<file path="config.mk">
export PLATFORM = sky130hd
export DESIGN_NAME = up_loader
export DESIGN_NICKNAME = d
export VERILOG_FILES = /design/src/rtl/up_loader_pkg.sv /design/src/rtl/up_loader_ram.sv /design/src/rtl/up_loader.sv
export SDC_FILE = /design/constraint.sdc
export NUM_CORES = 2
export LEC_CHECK = 0
export ABC_AREA = 1
export BUFFER_PORTS_ARGS = -buffer_cell sky130_fd_sc_hd__buf_2
export CORE_ASPECT_RATIO = 0.9
export CORE_UTILIZATION = 40
export CTS_CLUSTER_DIAMETER = 50
export CTS_CLUSTER_SIZE = 20
export DETAILED_ROUTE_END_ITERATION = 12
export SKIP_CTS_REPAIR_TIMING = 1
export SLEW_MARGIN = 0
export SYNTH_ARGS = -nofsm -noshare
export SYNTH_HDL_FRONTEND = slang
export SYNTH_SLANG_ARGS = --single-unit
</file>
<file path="constraint.sdc">
create_clock -name clk -period 2.8 [get_ports clk]
set_input_delay 0.14 -clock clk [delete_from_list [all_inputs] [get_ports clk]]
set_output_delay 0.14 -clock clk [all_outputs]
set_load 0.01 [all_outputs]
</file>
<file path="src/rtl/up_loader_pkg.sv">
// Shared definitions for the up_core program loader: image geometry, state codes
// and the checksum accumulator.
package up_loader_pkg;

  localparam int unsigned DEPTH = 256;
  localparam int unsigned AW    = 8;

  typedef logic [1:0] state_t;

  localparam state_t ST_IDLE   = 2'd0;
  localparam state_t ST_FILL   = 2'd1;
  localparam state_t ST_STREAM = 2'd2;
  localparam state_t ST_HOLD   = 2'd3;

  function automatic logic [7:0] csum_add(input logic [7:0] a, input logic [7:0] b);
    return a + b;
  endfunction

endpackage

</file>
<file path="src/rtl/up_loader_ram.sv">
// Image buffer: DEPTH x 8, synchronous write and synchronous read, contents not reset.
module up_loader_ram
  import up_loader_pkg::*;
(
  input  logic          clk,
  input  logic          we_i,
  input  logic [AW-1:0] waddr_i,
  input  logic [7:0]    wdata_i,
  input  logic [AW-1:0] raddr_i,
  output logic [7:0]    rdata_o
);

  logic [7:0] mem_q [DEPTH];

  always_ff @(posedge clk) begin
    if (we_i) mem_q[waddr_i] <= wdata_i;
    rdata_o <= mem_q[raddr_i];
  end

endmodule

</file>
<file path="src/rtl/up_loader.sv">
// Buffers a program image from a byte stream and replays it into up_core as one
// contiguous load burst, highest address first, with fill count and checksum.
module up_loader
  import up_loader_pkg::*;
#(
  parameter int unsigned GAP = 4
) (
  input  logic        clk,
  input  logic        nRst,
  input  logic [7:0]  in_data,
  input  logic        in_valid,
  output logic        in_ready,
  input  logic        start,
  input  logic        abort,
  output logic        load,
  output logic [7:0]  load_data,
  output logic        busy,
  output logic        done,
  output logic [AW:0] fill_count,
  output logic [7:0]  checksum
);

  localparam int unsigned GW = (GAP < 1) ? 1 : $clog2(GAP + 1);

  state_t        state_q, state_d;
  logic [AW:0]   fill_q, fill_d;
  logic [7:0]    csum_q, csum_d;
  logic [AW-1:0] rd_addr_q, rd_addr_d;
  logic          rd_live_q, rd_live_d;
  logic [GW-1:0] gap_q, gap_d;
  logic          load_q, load_d;
  logic [7:0]    data_q, data_d;
  logic          busy_q, busy_d;
  logic          done_q, done_d;
  logic          in_ready_q, in_ready_d;

  logic          hs_c;
  logic          we_c;
  logic [7:0]    rdata;

  assign hs_c = in_valid & in_ready_q;
  assign we_c = hs_c & ~abort;

  // Read port is addressed with the next counter value so each byte lands one cycle later.
  up_loader_ram u_ram (
    .clk     (clk),
    .we_i    (we_c),
    .waddr_i (fill_q[AW-1:0]),
    .wdata_i (in_data),
    .raddr_i (rd_addr_d),
    .rdata_o (rdata)
  );

  // State register and registered outputs.
  always_ff @(posedge clk or negedge nRst) begin
    if (!nRst) begin
      state_q    <= ST_IDLE;
      fill_q     <= '0;
      csum_q     <= '0;
      rd_addr_q  <= '0;
      rd_live_q  <= 1'b0;
      gap_q      <= '0;
      load_q     <= 1'b0;
      data_q     <= '0;
      busy_q     <= 1'b0;
      done_q     <= 1'b0;
      in_ready_q <= 1'b0;
    end else begin
      state_q    <= state_d;
      fill_q     <= fill_d;
      csum_q     <= csum_d;
      rd_addr_q  <= rd_addr_d;
      rd_live_q  <= rd_live_d;
      gap_q      <= gap_d;
      load_q     <= load_d;
      data_q     <= data_d;
      busy_q     <= busy_d;
      done_q     <= done_d;
      in_ready_q <= in_ready_d;
    end
  end

  // Next-state and output logic; abort overrides everything in its cycle.
  always_comb begin
    state_d   = state_q;
    fill_d    = fill_q;
    csum_d    = csum_q;
    rd_addr_d = rd_addr_q;
    rd_live_d = rd_live_q;
    gap_d     = gap_q;
    load_d    = 1'b0;
    data_d    = '0;
    done_d    = 1'b0;

    if (abort) begin
      state_d   = ST_IDLE;
      fill_d    = '0;
      csum_d    = '0;
      rd_live_d = 1'b0;
    end else begin
      case (state_q)
        ST_IDLE, ST_FILL: begin
          if (hs_c) begin
            fill_d  = fill_q + (AW+1)'(1);
            csum_d  = (state_q == ST_IDLE) ? in_data : csum_add(csum_q, in_data);
            state_d = ST_FILL;
          end
          if (start || (fill_d == (AW+1)'(DEPTH))) begin
            state_d   = ST_STREAM;
            rd_live_d = 1'b0;
          end
        end
        ST_STREAM: begin
          if (!rd_live_q) begin
            rd_addr_d = AW'(DEPTH - 1);
            rd_live_d = 1'b1;
          end else begin
            load_d = 1'b1;
            data_d = rdata;
            if (rd_addr_q == '0) begin
              state_d   = ST_HOLD;
              gap_d     = '0;
              rd_live_d = 1'b0;
            end else begin
              rd_addr_d = rd_addr_q - AW'(1);
            end
          end
        end
        ST_HOLD: begin
          if (gap_q == GW'(GAP)) begin
            done_d  = 1'b1;
            fill_d  = '0;
            state_d = ST_IDLE;
          end else begin
            gap_d = gap_q + GW'(1);
          end
        end
        default: state_d = ST_IDLE;
      endcase
    end

    in_ready_d = (state_d == ST_IDLE) ||
                 ((state_d == ST_FILL) && (fill_d < (AW+1)'(DEPTH)));
    busy_d     = (state_d == ST_STREAM) || (state_d == ST_HOLD);
  end

  assign in_ready   = in_ready_q;
  assign load       = load_q;
  assign load_data  = data_q;
  assign busy       = busy_q;
  assign done       = done_q;
  assign fill_count = fill_q;
  assign checksum   = csum_q;

endmodule
</file>
# ---- Word level (Yosys, flattened, before mapping)
# Memory sizes are Yosys's and may differ from the RTL's. A register that Yosys moved wholly into a read port is not among the register bits.
# Cells that the tools add are included.
dict set report classes {
  add_sub_neg 4
  order_cmp 1
  eq_ne 12
  muxes 41
  n_bitwise 3
  n_reduce_logical 15
}
# cell n
set op_table {}
lappend op_table {{2-to-1 mux 8 bit} 11}
lappend op_table {{2-to-1 mux 9 bit} 5}
lappend op_table {{one-hot mux 9 bit (2 select lines)} 1}
lappend op_table {{2-to-1 mux 1 bit} 12}
lappend op_table {{2-to-1 mux 2 bit} 6}
lappend op_table {{adder 9 x 1 -> 9 bit, second input constant} 1}
lappend op_table {{== test 9 bit, second input constant} 1}
lappend op_table {{less-than comparator 9 bit, second input constant} 1}
lappend op_table {{2-to-1 mux 3 bit} 3}
lappend op_table {{adder 8 bit} 1}
lappend op_table {{== test 2 bit, second input constant} 4}
lappend op_table {{zero test 8 bit} 1}
lappend op_table {{subtractor 8 x 1 -> 8 bit, second input constant} 1}
lappend op_table {{!= test 2 bit, second input constant} 3}
lappend op_table {{one-hot mux 2 bit (3 select lines)} 1}
lappend op_table {{one-hot mux 3 bit (2 select lines)} 1}
lappend op_table {{nonzero test 2 bit} 3}
lappend op_table {{AND reduction 5 bit} 1}
lappend op_table {{== test 2 x 1 -> 1 bit, second input constant} 2}
lappend op_table {{zero test 2 bit} 2}
lappend op_table {{AND reduction 2 bit} 2}
lappend op_table {{adder 3 x 1 -> 3 bit, second input constant} 1}
lappend op_table {{== test 3 bit, second input constant} 1}
lappend op_table {{logical OR 1 bit} 3}
lappend op_table {{other kinds (7)} 8}
dict set report totals {
  reg_bits 43
  mem_bits_rw 2048
  input_bits 13
  memories 1
}
# memory words word_bits rd rd_ports_with_merged_regs wr line
set memory_table {}
lappend memory_table {u_ram.mem_q 256 8 1 1 1 up_loader_ram.sv:13} ;# logic [7:0] mem_q [DEPTH];

# ---- Depth between registers and ports, before layout
dict set report logic_depth {
  word_depth 12
  depth_mapped 21
  depth_no_buf 19
}

# ---- Modules after synthesis
# A second synthesis with hierarchy kept.
dict set report hier_totals {
  cells_unflattened 7331
  area_unflattened_um2 85846.1
}
# mod instances cells_each area_per_inst_um2
set modules_own_cells {}
lappend modules_own_cells {up_loader_ram 1 7003 83396.2}
lappend modules_own_cells {up_loader 1 328 2449.8}

# ---- Worst setup path after synthesis
# OpenSTA, ideal clock, no wires.
dict set report synth_path {
  kind {register -> register}
  start {register rd_addr_q[0]}
  end {register u_ram.rdata_o[0], read port of u_ram.mem_q}
  setup_time_ps 115
  t_arrival_ps 2314
  t_required_ps 2685
  path_slack_ps 371
  path_stages_with_launch 19
  synth_period_minus_slack_ps 2429
  cell_sequence {dfrtp_1 -> inv_1 -> ha_1 -> nand2_1 -> nor2_4 -> nand3_1 -> nand3_2 -> buf_2 -> buf_2 -> buf_2 -> nand3b_1 -> nand3_1 -> nand3_1 -> nand3_1 -> nand3_1 -> nand3_1 -> nand3_1 -> nand3_1 -> nand2_1}
}
dict set report synth_via {
  elab_chain_cells 5
  elab_cells_between_ends 6
  classes_between {add/sub: 1; mux: 4; reduce/logical: 1}
}
# item line
set synth_lines {}
lappend synth_lines {{start, declared} up_loader.sv:28} ;# logic [AW-1:0] rd_addr_q, rd_addr_d;
lappend synth_lines {{start signal, assigned} up_loader.sv:72} ;# rd_addr_q <= rd_addr_d;
lappend synth_lines {{subtractor 8 x 1 -> 8 bit or zero test 8 bit (tied branches)} {up_loader.sv:125, up_loader.sv:120}}
lappend synth_lines {{2-to-1 mux 8 bit} up_loader.sv:120} ;# if (rd_addr_q == '0) begin
lappend synth_lines {{2-to-1 mux 8 bit} up_loader.sv:114} ;# if (!rd_live_q) begin
lappend synth_lines {{2-to-1 mux 8 bit} up_loader.sv:101} ;# case (state_q)
lappend synth_lines {{2-to-1 mux 8 bit *} up_loader.sv:95} ;# if (abort) begin
lappend synth_lines {{end, declared} up_loader_ram.sv:10} ;# output logic [7:0] rdata_o
# Mark *: on every way between the ends. The rest lies on a longest branch, timed or not.
# A chain may end at the register's enable or synchronous reset.

# ---- Worst setup path after layout
dict set report layout_path {
  start {register rd_addr_q[1]}
  end {register u_ram.rdata_o[0], read port of u_ram.mem_q}
}
# Same word-level chain as after synthesis.

==> flow_summary.json <==
{
  "outcome": "complete, but fails checks",
  "violations": "setup timing",
  "synth.top_cells.by_area": "edfxtp_1 (67%), nand3_1 (10%), nand2_1 (6.7%)",
  "power.density_nw_per_um2": 779,
  "synth.most_common_cell": "edfxtp_1",
  "fin_ws_ns": -0.307,
  "ir_drop_v": 0.000701,
  "drc": 0,
  "use_met3_pct": 3.66,
  "grt_max_degree": 147,
  "clk_path_buf_depth": 3,
  "r2r-end": "u_ram.rdata_o[0]",
  "ys.flop_type": "edfxtp_1",
  "cp.required_ns": 3.54,
  "synth-seq-cells": 2099,
  "post-route-period-util_pct": 111,
  "final_layout_size_suffix_gt1_share_pct": 14.8,
  "syn_inst": 8354,
  "endpoint_kind": "flip-flop",
  "wl_per_cell_um": 23.8,
  "via_count": 65100,
  "crit_chain": "inv_2 > ha_4 > nand2_4 > nor2_4 > nand3_2 > nand3_4 > nand2_8 > buf_12 > clkinv_16 > buf_4 > clkbuf_16 > nand2_1 > nand3_1 > nand3_1 > nand3_1 > nand3_1 > nand3_1 > buf_4 > nand3_1 > nand3_4 > nand2_1",
  "synth_area_sq_um": 92300,
  "antenna_left": 0,
  "dieArea_sq_um": 233000,
  "yosysWarnings": 0,
  "r2r_setup_slack_ns": -0.31,
  "clock_latency_ns": 0.87,
  "cts.sinks": 2099,
  "cp.depth": 21,
  "final.min_clock_period_ns": 3.11,
  "synthTopCellsByCount": "edfxtp_1 (2048), nand3_1 (1844), nand2_1 (1643)",
  "fmax_mhz": 322,
  "rows": 166,
  "cp_num_buf_inv": 6,
  "grtUsageMet2_pct": 35.5,
  "post-dp-hpwl_um": 169000,
  "crit_top_cell": "nand3_1",
  "antenna_found_initial": 20,
  "async_flop_share_pct": 2.05,
  "first_iter_violations": 8801,
  "vias_per_cell": 5.44,
  "cp_max_fo": 14,
  "ios": 42,
  "path_clk_slew_ns": 0.08,
  "grt_first_pass_wirelength_um": 399000,
  "cts_inserted_buffers": 165,
  "slew_headroom_pct": 18.7,
  "hold_viol_final": 0,
  "worstMarginPinSlew_ns": 1.22,
  "ctsHtreeMaxLevel": 4,
  "setup_violations": 8,
  "synth_top_area_share_pct": 66.6,
  "crit_type": "flip-flop to flip-flop",
  "die_h_um": 458,
  "crit_slowest_cell": "dfrtp_1",
  "cp_slowest_stage_delay_ns": 0.40,
  "first_pass_iters": 9,
  "coreArea_sq_um": 228000,
  "rr_worst_depth": 21,
  "portBuffers": 41,
  "rsz0062_at_grt": "true",
  "power_leakage_nw": 42.8,
  "cp_top_family": "simple AND/OR/NAND/NOR gates",
  "fin_worst_skew_ns": 0.0421,
  "fin_nets": 8831,
  "cp.arrival_ns": 3.84,
  "hp-class": "input pin to asynchronous set/reset pin",
  "top_usage_layer": "met2",
  "critical_path.startpoint": "rd_addr_q[1]",
  "use_met1_pct": 33.1,
  "synth.distinct_cells": 43,
  "synth_top_area_cell": "edfxtp_1",
  "die_w_um": 508,
  "stdcell_count": 12000,
  "post-place-cells": 11600,
  "slew_viol_final": 0,
  "gp_congestion": 0.918,
  "grt_pass1_vias": 60800,
  "cts_tree": "built",
  "final_cell_area_sq_um": 110000,
  "syn_nets": 8382,
  "startpoint_type": "flip-flop",
  "wirelength_um": 285000,
  "grt_use_total_pct": 23.0,
  "syn_area_per_cell_sq_um": 11.1,
  "synth-edff-count": 2048,
  "gr-total-overflow": 0,
  "yosysSeqAreaShare_pct": 68.0,
  "max_cap_violations": 0,
  "r2r-start": "rd_addr_q[1]",
  "start_util_pct": 40.4,
  "postPlaceCellArea_sq_um": 101000,
  "cts_root_buf": "clkbuf_16",
  "endpoint": "u_ram.rdata_o[0]",
  "layout-area-overhead-vs-synth_pct": 18.7
}
worst min-delay path by stage:
stage | from | end | slack (ns) | cells past startpoint
6_report | nRst | checksum[7] | 0.02 | 2
5_1_grt | nRst | checksum[7] | 0.08 | 2
4_1_cts | nRst | checksum[7] | -0.52 | 1
3_5_place_dp | u_ram.rdata_o[3] | load_data[3] | 0.39 | 2
3_3_place_gp | u_ram.rdata_o[3] | load_data[3] | 0.39 | 2
2_1_floorplan | nRst | busy | -0.16 | 0
worst reg2reg max path, cell delays in order, from the launching register on:
cell,delay (ns)
dfrtp_1,0.40
inv_2,0.09
ha_4,0.15
nand2_4,0.05
nor2_4,0.17
nand3_2,0.14
nand3_4,0.17
nand2_8,0.10
buf_12,0.17
clkinv_16,0.09
buf_4,0.16
clkbuf_16,0.20
nand2_1,0.08
nand3_1,0.09
nand3_1,0.13
nand3_1,0.11
nand3_1,0.10
nand3_1,0.10
buf_4,0.15
nand3_1,0.15
nand3_4,0.13
nand2_1,0.06
state kept, by name, indices dropped and copies added, names as in the netlist:
register       count
load_data          8
rd_addr_q          8
in_ready           1
gap_q              3
load               1
fill_count         9
u_ram.mem_q     2048
u_ram.rdata_o      8
done               1
busy               1
checksum           8
rd_live_q          1
state_q            2
stage by stage:
step                      setup WS, ns  power (mW)  hold WS [ns]  utilization [%]  setup TNS, ns
final                           -0.307        85.4        0.0236             48.0          -2.23
after global routing            -0.429        88.7        0.0824             48.0          -3.19
after CTS                       -0.718        82.2        -0.517             46.5          -4.93
after detailed placement        -0.676        57.4         0.395             44.0          -4.80
after global placement          -0.653        57.3         0.393             44.0          -4.67
after floorplan                  0.371        49.3        -0.156                -              0
routing by layer:
layer / vias up / wire, um
li1: 29600 / -
met5: - / 20
met3: 420 / 27800
met1: 32000 / 121000
met2: 3145 / 129000
met4: 4 / 7770
report_power, final:
| group | switching, mW | leakage (nW) | internal (mW) |
|---|---|---|---|
| clock network | 12.7 | 2.76 | 12.4 |
| logic | 16.2 | 21.0 | 9.45 |
| registers | 0.0798 | 19.0 | 34.5 |
| total | 29.0 | 42.8 | 56.4 |
cell type report:
class / instances / area, sq um
multi-input combinational: 4616 / 23800
sequential: 2099 / 62700
timing repair buffer: 839 / 9400
tap: 3024 / 3780
fill: 20200 / 119000
antenna: 6 / 15.0
inverter: 1082 / 4110
clock inverter: 128 / 1490
clock buffer: 179 / 4210
logic make-up after synthesis:
kind of cell | synth area share (%)
buffers and inverters | 7.37
DFF | 68.0
xor gates and xnor gates | 0.123
AOI/OAI and AO/OA | 1.27
and+or+nand+nor | 23.1
adders and majority gates | 0.211
cells in the final DEF (no fill, tap or decap), types with 23 or more instances in the layout:
master,n
nand3_1,1675
buf_6,43
nand2_1,1637
inv_1,1069
o211ai_1,113
nor2_1,289
nand3b_1,609
buf_12,114
buf_4,545
o21ai_0,23
edfxtp_1,2048
nand3_2,161
clkbuf_16,208
buf_16,36
dfrtp_1,43
inv_6,32
buf_2,33
Note: power is estimated with default switching activity, not from simulation.
